File: src/rtl/parser_input_arbiter_pkg.sv
// -----------------------------------------------------------------------------
// parser_input_arbiter_pkg
// Shared types and helpers for the parser input arbiter:
//   state_e  - arbiter FSM states
//   qidx_t   - queue index (wide enough for up to 8 queues)
//   is_hdr() - a control word is a header/EOP marker when it is non-zero
// No ports (package).
// -----------------------------------------------------------------------------
package parser_input_arbiter_pkg;

    localparam int QIDX_W     = 3;
    // Widest ctrl field the helper accepts; callers zero-extend to this width.
    localparam int CTRL_MAX_W = 64;

    typedef logic [QIDX_W-1:0] qidx_t;

    typedef enum logic [1:0] {
        ST_IDLE  = 2'd0,
        ST_HDR   = 2'd1,
        ST_DATA  = 2'd2,
        ST_DRAIN = 2'd3
    } state_e;

    function automatic logic is_hdr(input logic [CTRL_MAX_W-1:0] ctrl);
        return |ctrl;
    endfunction

endpackage

File: src/rtl/parser_input_arbiter_if.sv
// -----------------------------------------------------------------------------
// parser_input_arbiter_if
// Bundles the queue-side and parser-side signals of the input arbiter.
//   in_data/in_ctrl/in_valid : packed per-queue words presented by the queues
//   in_rdy                   : per-queue consume strobe from the arbiter
//   out_data/out_ctrl/out_wr : registered word stream into the parser
//   out_rdy                  : parser can absorb a word next cycle
//   out_src_port             : queue owning the current packet
//   pkt_err                  : one-cycle watchdog pulse
// Modports: master = queues + parser (environment), slave = arbiter.
// -----------------------------------------------------------------------------
interface parser_input_arbiter_if #(
    parameter int DATA_WIDTH  = 64,
    parameter int CTRL_WIDTH  = DATA_WIDTH / 8,
    parameter int NUM_QUEUES  = 4,
    parameter int NUM_IQ_BITS = 3
);
    logic [NUM_QUEUES*DATA_WIDTH-1:0] in_data;
    logic [NUM_QUEUES*CTRL_WIDTH-1:0] in_ctrl;
    logic [NUM_QUEUES-1:0]            in_valid;
    logic [NUM_QUEUES-1:0]            in_rdy;
    logic [DATA_WIDTH-1:0]            out_data;
    logic [CTRL_WIDTH-1:0]            out_ctrl;
    logic                             out_wr;
    logic                             out_rdy;
    logic [NUM_IQ_BITS-1:0]           out_src_port;
    logic                             pkt_err;

    modport master (
        output in_data, in_ctrl, in_valid, out_rdy,
        input  in_rdy, out_data, out_ctrl, out_wr, out_src_port, pkt_err
    );

    modport slave (
        input  in_data, in_ctrl, in_valid, out_rdy,
        output in_rdy, out_data, out_ctrl, out_wr, out_src_port, pkt_err
    );
endinterface

File: src/rtl/parser_input_arbiter_rr_pick.sv
// -----------------------------------------------------------------------------
// parser_input_arbiter_rr_pick
// Combinational round-robin selector: returns the first requesting queue
// strictly after last_i, wrapping modulo NUM_QUEUES.
//   req_i   : request vector, one bit per queue
//   last_i  : most recently granted queue
//   grant_o : chosen queue (last_i when nothing requests)
//   any_o   : at least one request present
// -----------------------------------------------------------------------------
module parser_input_arbiter_rr_pick
    import parser_input_arbiter_pkg::*;
#(
    parameter int NUM_QUEUES = 4
) (
    input  logic [NUM_QUEUES-1:0] req_i,
    input  qidx_t                 last_i,
    output qidx_t                 grant_o,
    output logic                  any_o
);

    always_comb begin
        logic  found;
        qidx_t pick;
        found = 1'b0;
        pick  = last_i;
        // Walk distances 1..NUM_QUEUES from last_i; distance NUM_QUEUES is
        // last_i itself, so a lone requester can be re-granted.
        for (int k = 1; k <= NUM_QUEUES; k++) begin
            for (int q = 0; q < NUM_QUEUES; q++) begin
                if (!found && req_i[q] && (q == (int'(last_i) + k) % NUM_QUEUES)) begin
                    found = 1'b1;
                    pick  = qidx_t'(q);
                end
            end
        end
        grant_o = pick;
        any_o   = found;
    end

endmodule

File: src/rtl/parser_input_arbiter.sv
// -----------------------------------------------------------------------------
// parser_input_arbiter
// Packet-granular round-robin arbiter feeding the Ethernet parser. One queue
// owns the datapath from grant until its EOP word; words pass through
// unchanged with one cycle of latency. A per-packet word watchdog truncates
// runaway packets: after MAX_WORDS forwarded words the rest of the packet is
// consumed and dropped.
//   clk          : rising-edge clock
//   reset_n      : asynchronous active-low reset
//   bus (slave)  : queue inputs, parser outputs, out_src_port, pkt_err
// Framing: ctrl!=0 header words, first ctrl==0 word starts payload, next
// ctrl!=0 word after payload is EOP.
// -----------------------------------------------------------------------------
module parser_input_arbiter
    import parser_input_arbiter_pkg::*;
#(
    parameter int DATA_WIDTH  = 64,
    parameter int CTRL_WIDTH  = DATA_WIDTH / 8,
    parameter int NUM_QUEUES  = 4,
    parameter int NUM_IQ_BITS = 3,
    parameter int MAX_WORDS   = 256
) (
    input logic                   clk,
    input logic                   reset_n,
    parser_input_arbiter_if.slave bus
);

    localparam int               CNT_W   = $clog2(MAX_WORDS + 1);
    localparam logic [CNT_W-1:0] CNT_MAX = CNT_W'(MAX_WORDS);

    state_e                  state_q, state_d;
    qidx_t                   sel_q, sel_d;
    qidx_t                   last_q, last_d;
    logic [CNT_W-1:0]        cnt_q, cnt_d, cnt_inc;
    logic                    drain_pay_q, drain_pay_d;
    logic [DATA_WIDTH-1:0]   out_data_q, out_data_d;
    logic [CTRL_WIDTH-1:0]   out_ctrl_q, out_ctrl_d;
    logic                    out_wr_q, out_wr_d;
    logic                    pkt_err_q, pkt_err_d;

    logic [NUM_QUEUES-1:0]   sel_oh;
    logic [NUM_QUEUES-1:0]   rdy_vec;
    logic                    cur_valid;
    logic [DATA_WIDTH-1:0]   cur_data;
    logic [CTRL_WIDTH-1:0]   cur_ctrl;
    logic                    cur_hdr;
    qidx_t                   pick_idx;
    logic                    pick_any;

    parser_input_arbiter_rr_pick #(
        .NUM_QUEUES (NUM_QUEUES)
    ) u_rr_pick (
        .req_i   (bus.in_valid),
        .last_i  (last_q),
        .grant_o (pick_idx),
        .any_o   (pick_any)
    );

    // Word of the granted queue.
    always_comb begin
        sel_oh    = '0;
        cur_valid = 1'b0;
        cur_data  = '0;
        cur_ctrl  = '0;
        for (int q = 0; q < NUM_QUEUES; q++) begin
            if (sel_q == qidx_t'(q)) begin
                sel_oh[q] = 1'b1;
                cur_valid = bus.in_valid[q];
                cur_data  = bus.in_data[q*DATA_WIDTH +: DATA_WIDTH];
                cur_ctrl  = bus.in_ctrl[q*CTRL_WIDTH +: CTRL_WIDTH];
            end
        end
    end

    assign cur_hdr = is_hdr(CTRL_MAX_W'(cur_ctrl));
    assign cnt_inc = cnt_q + CNT_W'(1);

    always_comb begin
        state_d     = state_q;
        sel_d       = sel_q;
        last_d      = last_q;
        cnt_d       = cnt_q;
        drain_pay_d = drain_pay_q;
        out_data_d  = out_data_q;
        out_ctrl_d  = out_ctrl_q;
        out_wr_d    = 1'b0;
        pkt_err_d   = 1'b0;
        rdy_vec     = '0;

        unique case (state_q)
            ST_IDLE: begin
                // Arbitration cycle: nothing is consumed here.
                if (pick_any) begin
                    sel_d       = pick_idx;
                    last_d      = pick_idx;
                    cnt_d       = '0;
                    drain_pay_d = 1'b0;
                    state_d     = ST_HDR;
                end
            end

            ST_HDR, ST_DATA: begin
                if (bus.out_rdy) begin
                    rdy_vec = sel_oh;
                end
                if (cur_valid && bus.out_rdy) begin
                    out_wr_d   = 1'b1;
                    out_data_d = cur_data;
                    out_ctrl_d = cur_ctrl;
                    cnt_d      = cnt_inc;
                    if (state_q == ST_DATA && cur_hdr) begin
                        state_d = ST_IDLE;
                    end else if (cnt_inc == CNT_MAX) begin
                        // Watchdog: this word still goes out, the rest is dropped.
                        pkt_err_d   = 1'b1;
                        state_d     = ST_DRAIN;
                        drain_pay_d = (state_q == ST_DATA) || !cur_hdr;
                    end else if (!cur_hdr) begin
                        state_d = ST_DATA;
                    end
                end
            end

            ST_DRAIN: begin
                // Consume regardless of out_rdy; only a post-payload marker ends it.
                rdy_vec = sel_oh;
                if (cur_valid) begin
                    if (drain_pay_q && cur_hdr) begin
                        state_d = ST_IDLE;
                    end else if (!cur_hdr) begin
                        drain_pay_d = 1'b1;
                    end
                end
            end

            default: state_d = ST_IDLE;
        endcase
    end

    // Output register stage
    always_ff @(posedge clk or negedge reset_n) begin
        if (!reset_n) begin
            state_q     <= ST_IDLE;
            sel_q       <= '0;
            last_q      <= qidx_t'(NUM_QUEUES - 1);
            cnt_q       <= '0;
            drain_pay_q <= 1'b0;
            out_data_q  <= '0;
            out_ctrl_q  <= '0;
            out_wr_q    <= 1'b0;
            pkt_err_q   <= 1'b0;
        end else begin
            state_q     <= state_d;
            sel_q       <= sel_d;
            last_q      <= last_d;
            cnt_q       <= cnt_d;
            drain_pay_q <= drain_pay_d;
            out_data_q  <= out_data_d;
            out_ctrl_q  <= out_ctrl_d;
            out_wr_q    <= out_wr_d;
            pkt_err_q   <= pkt_err_d;
        end
    end

    assign bus.in_rdy       = rdy_vec;
    assign bus.out_data     = out_data_q;
    assign bus.out_ctrl     = out_ctrl_q;
    assign bus.out_wr       = out_wr_q;
    assign bus.pkt_err      = pkt_err_q;
    assign bus.out_src_port = NUM_IQ_BITS'(sel_q);

endmodule

File: src/flat_wrapper.sv
// flat-port wrapper written by rule: the top's interface ports become plain ports
module parser_input_arbiter_flat import parser_input_arbiter_pkg::*;
#(
    parameter int DATA_WIDTH  = 64,
    parameter int CTRL_WIDTH  = DATA_WIDTH / 8,
    parameter int NUM_QUEUES  = 4,
    parameter int NUM_IQ_BITS = 3,
    parameter int MAX_WORDS   = 256
)
  (clk, reset_n, bus_in_data, bus_in_ctrl, bus_in_valid, bus_out_rdy, bus_in_rdy, bus_out_data, bus_out_ctrl, bus_out_wr, bus_out_src_port, bus_pkt_err);
  parser_input_arbiter_if #(.DATA_WIDTH(DATA_WIDTH), .CTRL_WIDTH(CTRL_WIDTH), .NUM_QUEUES(NUM_QUEUES), .NUM_IQ_BITS(NUM_IQ_BITS)) bus_i ();
  input logic clk;
  input logic reset_n;
  input wire logic [$bits(bus_i.in_data)-1:0] bus_in_data;
  input wire logic [$bits(bus_i.in_ctrl)-1:0] bus_in_ctrl;
  input wire logic [$bits(bus_i.in_valid)-1:0] bus_in_valid;
  input wire logic [$bits(bus_i.out_rdy)-1:0] bus_out_rdy;
  output wire logic [$bits(bus_i.in_rdy)-1:0] bus_in_rdy;
  output wire logic [$bits(bus_i.out_data)-1:0] bus_out_data;
  output wire logic [$bits(bus_i.out_ctrl)-1:0] bus_out_ctrl;
  output wire logic [$bits(bus_i.out_wr)-1:0] bus_out_wr;
  output wire logic [$bits(bus_i.out_src_port)-1:0] bus_out_src_port;
  output wire logic [$bits(bus_i.pkt_err)-1:0] bus_pkt_err;
  assign bus_i.in_data = bus_in_data;
  assign bus_i.in_ctrl = bus_in_ctrl;
  assign bus_i.in_valid = bus_in_valid;
  assign bus_i.out_rdy = bus_out_rdy;
  assign bus_in_rdy = bus_i.in_rdy;
  assign bus_out_data = bus_i.out_data;
  assign bus_out_ctrl = bus_i.out_ctrl;
  assign bus_out_wr = bus_i.out_wr;
  assign bus_out_src_port = bus_i.out_src_port;
  assign bus_pkt_err = bus_i.pkt_err;
  parser_input_arbiter #(.DATA_WIDTH(DATA_WIDTH), .CTRL_WIDTH(CTRL_WIDTH), .NUM_QUEUES(NUM_QUEUES), .NUM_IQ_BITS(NUM_IQ_BITS), .MAX_WORDS(MAX_WORDS)) u_core (.clk(clk), .reset_n(reset_n), .bus(bus_i));
endmodule
File: config.mk
export PLATFORM = sky130hd
export DESIGN_NAME = parser_input_arbiter_flat
export DESIGN_NICKNAME = d
export VERILOG_FILES = /design/src/rtl/parser_input_arbiter_pkg.sv /design/src/rtl/parser_input_arbiter_if.sv /design/src/rtl/parser_input_arbiter_rr_pick.sv /design/src/rtl/parser_input_arbiter.sv /design/src/flat_wrapper.sv
export SDC_FILE = /design/constraint.sdc
export NUM_CORES = 1
export LEC_CHECK = 0
export CAP_MARGIN = 40
export CORE_AREA = 2 2 147 149
export DETAILED_ROUTE_END_ITERATION = 16
export DIE_AREA = 0 0 149 151
export SYNTH_ARGS = -nofsm -noshare
export SYNTH_HDL_FRONTEND = slang
export SYNTH_SLANG_ARGS = --single-unit
File: constraint.sdc
create_clock -name clk -period 2.9 [get_ports clk]
set_input_delay 0.58 -clock clk [delete_from_list [all_inputs] [get_ports clk]]
set_output_delay 0.58 -clock clk [all_outputs]
set_load 0.02 [all_outputs]
==> flow_summary.toml, run 1 <==
[sta]
tightest_slew_ns = 0.6435
skew_ns = 0.007853
hold_violations = 0
min_period_over_period = 0.9499
post-route-min-period_ns = 2.755
fmax_mhz = 363.0
slew_violations = 0
setup-tns-final_ns = 0
slew_headroom = 0.5710
setup-violations-final = 0
rsz0062_at_grt = "no"

[yosys]
synth_area_leader_cell = "dfrtp_1"
ys_types = 50
synth_xor_xnor_area_share = 0
ys_seq_area_frac = 0.3983
synth-main-ff-cell = "dfrtp_1"
avgSynthCellArea_um2 = 14.29
synth_area_um2 = 5660
ys_ff_latch = 90
syn_inst = 396
async_flop_share = 1.000
synth_compound_area_frac = 0.04996
synth.most_common_cell = "dfrtp_1"
synthMuxAreaShare = 0.4372
syn_nets = 697
yosys-top-cells-area = "dfrtp_1, mux4_2, mux2_2, ha_1, a21oi_1"
yosysWarnings = 0
synthTopCellsByCount = "dfrtp_1, mux4_2, mux2_2, clkbuf_1, nand2_1"
synth_top_family_by_area = "multiplexers"
synth_top_area_share = 0.3890
synth_simple_gate_area_frac = 0.06454
synth-adder-area-share = 0.01326
synth_edf_count = 0

[pwr]
power_per_cell_area_nw_per_um2 = 895.1
power.share.clock = 0.124
power_frac_seq = 0.273
p_sw_frac = 0.3837
p_int_uw = 5524
vdd_drop_max_mv = 0.3537
switching_power_uw = 3439
p_comb_frac = 0.603
leakage_uw = 0.003835

[worst_setup_path]
end_kind = "primary output"
slowest_delay_ns = 0.53
crit_fanout = 3
worstPathRequired_ns = 2.32
cp_slowest_cell = "clkdlybuf4s50_1"
arrival_ns = 2.17
critical_path_class = "flop to primary output"
path_cells = "inv_1, ha_1, a21oi_1, nor2_1, and3_1, clkdlybuf4s50_1"
start_kind = "flop"
path_delay_family = "buffers and inverters"
crit_buf_inv = 2

[floorplanning]
num_rows = 53
initial_core_util = 0.2718
dieArea_um2 = 22500
pin_count = 376
coreArea_um2 = 20820
die_w_um = 149
die_height_um = 151

[global_route]
antenna_found_initial = 0
grt.overflow.total = 0
grt_pass1_vias = 5650
grt_pass1_wl_mm = 31.53
grt_max_degree = 47
grt_usage = 0.1841

[drt]
first_iter_violations = 151
wl_per_cell_um = 20.35
vias = 5052
drc = 0
routed_wl_mm = 21.14
detail-route-antenna-nets = 0
dr.pass1.iters = 5
viasPerCell = 4.862

[clock_network]
h-tree-depth = 3
ctsHoldBuffers = 0
cts_resized = 0
numCtsBuffers = 9
cts_setup_buffers = 0
path_clk_slew_ns = 0.06
clock_sinks = 90
cts-root-buf = "clkbuf_16"
cts_tree = "yes"
clockBufferDepth = 2
insertion_delay_ns = 0.34

[outcome]
status = "finished, final reports clean"

[final_layout]
drive_above_1_share = 0.2435
stdcell_area_um2 = 10010
insertedDiodeCount = 0
area_growth_syn_to_layout_pct = 76.88
layout.nets = 1060
nFillCells = 1833

[min_path]
worstHoldPathType = "input port to asynchronous set/reset pin"

[placement]
dp_hpwl_mm = 17.39
place_area_um2 = 9731
io_buffers = 374
gp_congestion = 0.8327

[flow_run]
cap_violations = 0
through the flow:
step | total power (uW) | utilization | setup WS (ns) | std cells | hold slack (ns)
2_1_floorplan | 5623 | - | 0.2824 | 396 | 0.2844
3_3_place_gp | 7856 | 0.4673 | 0.1260 | 1023 | 0.4867
3_5_place_dp | 7966 | 0.4673 | 0.1076 | 1023 | 0.4922
4_1_cts | 9131 | 0.4808 | 0.1352 | 1039 | 0.2850
5_1_grt | 9535 | 0.4808 | 0.05334 | 1039 | 0.2946
6_report | 8962 | 0.4808 | 0.1454 | 1039 | 0.2497
per-layer routing:
metal	up-vias	routed length, um	GRT usage
li1	2299	-	-
met1	2511	7960	0.2161
met2	226	11570	0.3449
met3	16	1393	0.03434
met4	0	223	0.04810
met5	-	0	0
flip-flops by register name, summed over array words and instances (netlist names):
signal	cells
u_core.bus.out_data	64
u_core.cnt_q	9
u_core.bus.out_ctrl	8
u_core.bus.out_src_port	2
u_core.last_q	2
u_core.state_q	2
u_core.bus.out_wr	1
u_core.bus.pkt_err	1
u_core.drain_pay_q	1
cells by family after synthesis:
group	after synthesis
AO/OA/AOI/OAI	44
adder cells (fa/ha/maj)	6
buffers and inverters	45
flip-flops	90
multiplexers	147
other	1
AND/OR/NAND/NOR	63
power groups by stage:
stage / Combinational, uW / Clock, uW / Sequential (uW)
3_3_place_gp: 5430 / 0 / 2430
5_1_grt: 5760 / 1220 / 2550
2_1_floorplan: 2720 / 0 / 2900
3_5_place_dp: 5490 / 0 / 2470
4_1_cts: 5510 / 1170 / 2450
6_report: 5400 / 1120 / 2440
worst register-to-register path, delay by kind of cell, from the launching register on:
kind	cells	cell delay (ns)
compound gates	2	0.27
mux	1	0.61
simple gates	3	0.92
flops	1	0.62
cell usage in the layout (no fill, tap or decap), types with 4 or more instances in the layout:
| cell | n |
|---|---|
| o21ai_0 | 12 |
| mux2_2 | 72 |
| nand3_1 | 5 |
| nor2_1 | 7 |
| buf_4 | 10 |
| dfrtp_1 | 86 |
| clkdlybuf4s50_1 | 373 |
| mux4_2 | 73 |
| nand2_1 | 16 |
| clkbuf_16 | 9 |
| nor3_1 | 8 |
| inv_1 | 10 |
| a21oi_1 | 13 |
| ha_1 | 6 |
| a21o_1 | 4 |
| clkinvlp_4 | 4 |
layout make-up:
class | instances | area [um2] | share of cell area
Clock buffer | 11 | 242.7 | 0.02424
Clock inverter | 5 | 38.79 | 0.003874
Inverter | 11 | 41.29 | 0.004124
Multi-Input combinational cell | 261 | 3214 | 0.3210
Sequential cell | 90 | 2262 | 0.2259
Tap cell | 275 | 344.1 | 0.03437
Timing Repair Buffer | 386 | 3869 | 0.3864
final timing paths:
| check | startpoint | endpoint | slack [ns] | cells after the start |
|---|---|---|---|---|
| min in group clk | u_core.bus.out_data[30]$_DFFE_PN0P_ | u_core.bus.out_data[30]$_DFFE_PN0P_ | 0.50 | 1 |
| setup / recovery | u_core.state_q[0]$_DFFE_PN0P_ | bus_in_rdy[2] | 0.15 | 6 |
| max in group asynchronous | reset_n | u_core.bus.out_data[8]$_DFFE_PN0P_ | 1.97 | 2 |
| hold reg to reg | u_core.bus.out_data[30]$_DFFE_PN0P_ | u_core.bus.out_data[30]$_DFFE_PN0P_ | 0.50 | 1 |
| hold / removal | reset_n | u_core.bus.out_data[13]$_DFFE_PN0P_ | 0.25 | 1 |
| setup reg to reg | u_core.bus.out_src_port[0]$_DFFE_PN0P_ | u_core.drain_pay_q$_DFFE_PN0P_ | 0.43 | 6 |
No activity file was read; power rests on OpenSTA's default activity.
==> run 2: changes to the inputs <==
Settings changed: SETUP_SLACK_MARGIN from default to 0.3.
==> flow_summary.toml, run 2 (synthesized netlist as in run 1, its figures left out) <==
[outcome]
status = "finished, final reports clean"

[worst_setup_path]
crit_fanout = 3
start_kind = "flop"
cp_slowest_cell = "dfrtp_1"
slowest_delay_ns = 0.39
critical_path_class = "flop to primary output"
end_kind = "primary output"
startpoint = "u_core.state_q[0]$_DFFE_PN0P_"
crit_buf_inv = 2
path_delay_family = "buffers and inverters"
reg2reg_from = "u_core.bus.out_src_port[1]$_DFFE_PN0P_"
timing.rr.end = "u_core.drain_pay_q$_DFFE_PN0P_"
arrival_ns = 1.90
timing.reg2reg.setup_slack_ns = 0.47
r2r_cells = 7
path_cells = "inv_1, ha_1, a21oi_2, nor2_1, and3_1, dlygate4sd2_1"
worstPathRequired_ns = 2.32
cp-endpoint = "bus_in_rdy[2]"
crit_cells = 6

[drt]
vias = 5055
wl_per_cell_um = 20.35
detail-route-antenna-nets = 0
viasPerCell = 4.856
routed_wl_mm = 21.18
first_iter_violations = 149
dr.pass1.iters = 4
drc = 0

[sta]
tightest_slew_ns = 0.6441
hold_violations = 0
skew_ns = 0.008853
post-route-min-period_ns = 2.479
rsz0062_at_grt = "no"
min_period_over_period = 0.8549
setup-tns-final_ns = 0
fmax_mhz = 403.3
slew_headroom = 0.5706
slew_violations = 0
setup-violations-final = 0

[placement]
gp_congestion = 0.8327
io_buffers = 374
dp.cells = 1023
dp_hpwl_mm = 17.39

[flow_run]
cap_violations = 0

[clock_network]
clockBufferDepth = 2
h-tree-depth = 3
clock_sinks = 90
path_clk_slew_ns = 0.06
cts_tree = "yes"
numCtsBuffers = 9
insertion_delay_ns = 0.34
ctsHoldBuffers = 0
cts-root-buf = "clkbuf_16"

[final_layout]
drive_above_1_share = 0.2467
area_growth_syn_to_layout_pct = 77.34
area.sequential_um2 = 2262
nFillCells = 1834
layout.nets = 1062
insertedDiodeCount = 0
final_cells = 1041
largest_reg_flops = 64
mostFrequentLayoutCell = "clkdlybuf4s50_1"
multiInputGateArea_um2 = 3218
layout_common_cells = "clkdlybuf4s50_1, dfrtp_1, mux4_2, mux2_2, nand2_1"

[floorplanning]
dieArea_um2 = 22500
num_rows = 53
pin_count = 376
initial_core_util = 0.2718
coreArea_um2 = 20820
die_w_um = 149
die_height_um = 151

[min_path]
worstHoldPathType = "input port to asynchronous set/reset pin"

[pwr]
vdd_drop_max_mv = 0.3536
power_uw = 9007
leakage_uw = 0.003868
power_per_cell_area_nw_per_um2 = 897.2

[global_route]
grt_pass1_vias = 5651
grt_usage = 0.1847
antenna_found_initial = 0
grt_pass1_wl_mm = 31.62
grt_max_degree = 47
grt.overflow.total = 0
run 2: area by class of cell:
| type | count | area share |
|---|---|---|
| multi-input cells | 261 | 0.3206 |
| clock inverters | 5 | 0.003864 |
| repair buffers | 388 | 0.3876 |
| clock buffers | 11 | 0.02418 |
| well taps | 275 | 0.03428 |
| inverters | 11 | 0.004113 |
| flip-flops and latches | 90 | 0.2254 |
run 2: what timing repair did:
item,CTS,global route
setup buffers,2,0
setup endpoints to repair,4,2
resized for setup,4,1
run 2: power breakdown:
group	internal (uW)	switching (uW)	leakage, uW	total (uW)
registers	1910	481	0.00106	2400
logic	3030	2460	0.00268	5500
clock network	608	507	0.000124	1120
total	5550	3450	0.00387	9010
run 2: worst min-delay path by stage:
stage	start	end	slack, ns	cells past startpoint
final	reset_n	u_core.bus.out_ctrl[7]$_DFFE_PN0P_	0.25	1
after detailed placement	u_core.bus.out_data[43]$_DFFE_PN0P_	u_core.bus.out_data[43]$_DFFE_PN0P_	0.49	1
after global placement	u_core.bus.out_data[56]$_DFFE_PN0P_	u_core.bus.out_data[56]$_DFFE_PN0P_	0.49	1
after floorplan	reset_n	u_core.bus.out_ctrl[0]$_DFFE_PN0P_	0.28	0
after CTS	reset_n	u_core.bus.out_ctrl[2]$_DFFE_PN0P_	0.29	1
after global routing	reset_n	u_core.bus.out_data[13]$_DFFE_PN0P_	0.29	1
run 2: per-layer routing:
| metal | wire length, um | vias to the layer above | track usage |
|---|---|---|---|
| li1 | - | 2296 | - |
| met1 | 7970 | 2524 | 0.2171 |
| met2 | 11600 | 219 | 0.3468 |
| met3 | 1395 | 16 | 0.03434 |
| met4 | 222 | 0 | 0.04571 |
| met5 | 0 | - | 0 |
run 2: metrics by stage:
step / worst slack, ns / util / instance area, um2 / hold WS, ns
finish: 0.4207 / 0.4821 / 10040 / 0.2500
global placement: 0.1260 / 0.4673 / 9731 / 0.4867
CTS: 0.3584 / 0.4819 / 10030 / 0.2850
global route: 0.3210 / 0.4821 / 10040 / 0.2946
detailed placement: 0.1076 / 0.4673 / 9731 / 0.4922
floorplan: 0.2824 / - / 5660 / 0.2844
run 2: worst reg2reg max path, cell delays in order (launching register included):
cell and delay [ns]:
dfrtp_4 0.62, buf_4 0.32, mux4_2 0.40, nor4_4 0.30, nand2_2 0.11, or3_1 0.36
o22ai_1 0.16, a31o_1 0.12
==> run 3: changes to the inputs <==
Settings changed: SKIP_CTS_REPAIR_TIMING from default to 1.
Clock period 2.9 ns to 2.6 ns, I/O delays scaled along.
==> flow_summary.toml, run 3 (synthesized netlist as in run 1, its figures left out) <==
[drt]
routed_wl_mm = 22.24
drc = 0
vias = 5190
detail-route-antenna-nets = 0
viasPerCell = 4.878
first_iter_violations = 190
wl_per_cell_um = 20.90
dr.pass1.iters = 6

[clock_network]
clockBufferDepth = 2
path_clk_slew_ns = 0.07
insertion_delay_ns = 0.34
cts-root-buf = "clkbuf_16"
numCtsBuffers = 9
h-tree-depth = 3
cts_tree = "yes"
clock_sinks = 90

[sta]
timing.final.ws_setup_ns = 0.1270
hold_violations = 0
rsz0062_at_grt = "yes"
tightest_slew_ns = 0.7010
fmax_mhz = 404.4
setup-tns-final_ns = 0
slew_headroom = 0.5327
setup-violations-final = 0
skew_ns = 0.006904
slew_violations = 0
post-route-min-period_ns = 2.473
min_period_over_period = 0.9511

[worst_setup_path]
critical_path_class = "flop to flop"
start_kind = "flop"
cp_slowest_cell = "mux4_2"
end_kind = "flop"
crit_buf_inv = 1
arrival_ns = 2.75
worstPathRequired_ns = 2.88
path_cells = "buf_12, mux4_2, nor4_4, nand2_2, or3_4, o22ai_2, a31o_1"
path_delay_family = "simple AND/OR/NAND/NOR gates"
slowest_delay_ns = 0.55
crit_fanout = 7

[final_layout]
drive_above_1_share = 0.2877
mostFrequentLayoutCell = "clkdlybuf4s50_1"
layout_common_cells = "clkdlybuf4s50_1, dfrtp_1, mux4_2, mux2_2, buf_4"
stdcell_area_um2 = 10330
insertedDiodeCount = 0
area_growth_syn_to_layout_pct = 82.56
layout.nets = 1085
largest_reg_flops = 64

[pwr]
switching_power_uw = 3950
vdd_drop_max_mv = 0.3877
power_frac_seq = 0.253
p_int_uw = 6517
p_sw_frac = 0.3774
leakage_uw = 0.004049
p_comb_frac = 0.620
power_per_cell_area_nw_per_um2 = 1013
power.share.clock = 0.127

[placement]
io_buffers = 374
dp_hpwl_mm = 18.27
place_area_um2 = 9868
gp_congestion = 0.8093
place_ws_ns = -0.1853

[global_route]
grt.overflow.total = 0
grt_max_degree = 51
grt_pass1_wl_mm = 32.27
grt_pass1_vias = 5609
grt_usage = 0.1898
antenna_found_initial = 0

[floorplanning]
initial_core_util = 0.2718
die_height_um = 151
dieArea_um2 = 22500
coreArea_um2 = 20820
num_rows = 53
pin_count = 376
die_w_um = 149

[outcome]
status = "finished, final reports clean"

[flow_run]
cap_violations = 0

[min_path]
worstHoldPathType = "input port to asynchronous set/reset pin"
run 3: cell count changes in the layout (fill, tap and decap cells not counted), sizes merged:
cell	previous run	this run
buf	15	38
inv	11	13
clkbuf	11	10
clkinvlp	4	2
dlymetal6s2s	0	3
clkinv	1	2
bufinv	0	1
dlygate4sd2	4	0
run 3: final cells by class:
class	count	area, um2
clock buffer	9	225.2
clock inverter	7	73.82
fill	1835	10490
inverter	11	45.04
multi-input combinational	261	3292
sequential	90	2262
tap	275	344.1
timing repair buffer	411	4091
run 3: power groups by stage:
stage                     Clock [uW]  Sequential [uW]  Combinational [uW]
final                           1330             2640                6490
after global routing            1450             2750                6930
after CTS                       1390             2730                6300
after detailed placement           0             2750                6290
after global placement             0             2710                6180
after floorplan                    0             3230                3060
run 3: worst paths after layout:
| check | to | slack, ns | startpoint | cells past startpoint |
|---|---|---|---|---|
| max | u_core.drain_pay_q$_DFFE_PN0P_ | 0.13 | u_core.bus.out_src_port[0]$_DFFE_PN0P_ | 7 |
| min | u_core.bus.out_data[62]$_DFFE_PN0P_ | 0.21 | reset_n | 1 |
| max reg2reg | u_core.drain_pay_q$_DFFE_PN0P_ | 0.13 | u_core.bus.out_src_port[0]$_DFFE_PN0P_ | 7 |
| min reg2reg | u_core.bus.out_data[25]$_DFFE_PN0P_ | 0.51 | u_core.bus.out_data[25]$_DFFE_PN0P_ | 1 |
| max in group asynchronous | u_core.bus.out_data[31]$_DFFE_PN0P_ | 1.70 | reset_n | 2 |
| min in group clk | u_core.bus.out_data[25]$_DFFE_PN0P_ | 0.51 | u_core.bus.out_data[25]$_DFFE_PN0P_ | 1 |
run 3: layer usage:
metal,GRT usage,vias up,share of wire
met3,0.03855,15,0.072
li1,-,2349,-
met2,0.3541,251,0.54
met4,0.05524,0,0.013
met1,0.2197,2575,0.37
met5,0,-,0
run 3: stage by stage:
step / cells / hold slack (ns) / power, uW / utilization
CTS: 1054 / 0.2341 / 10410 / 0.4883
floorplan: 396 / 0.2244 / 6295 / -
global route: 1064 / 0.2533 / 11130 / 0.4963
finish: 1064 / 0.2114 / 10470 / 0.4963
global placement: 1038 / 0.4871 / 8897 / 0.4739
detailed placement: 1038 / 0.4913 / 9040 / 0.4739
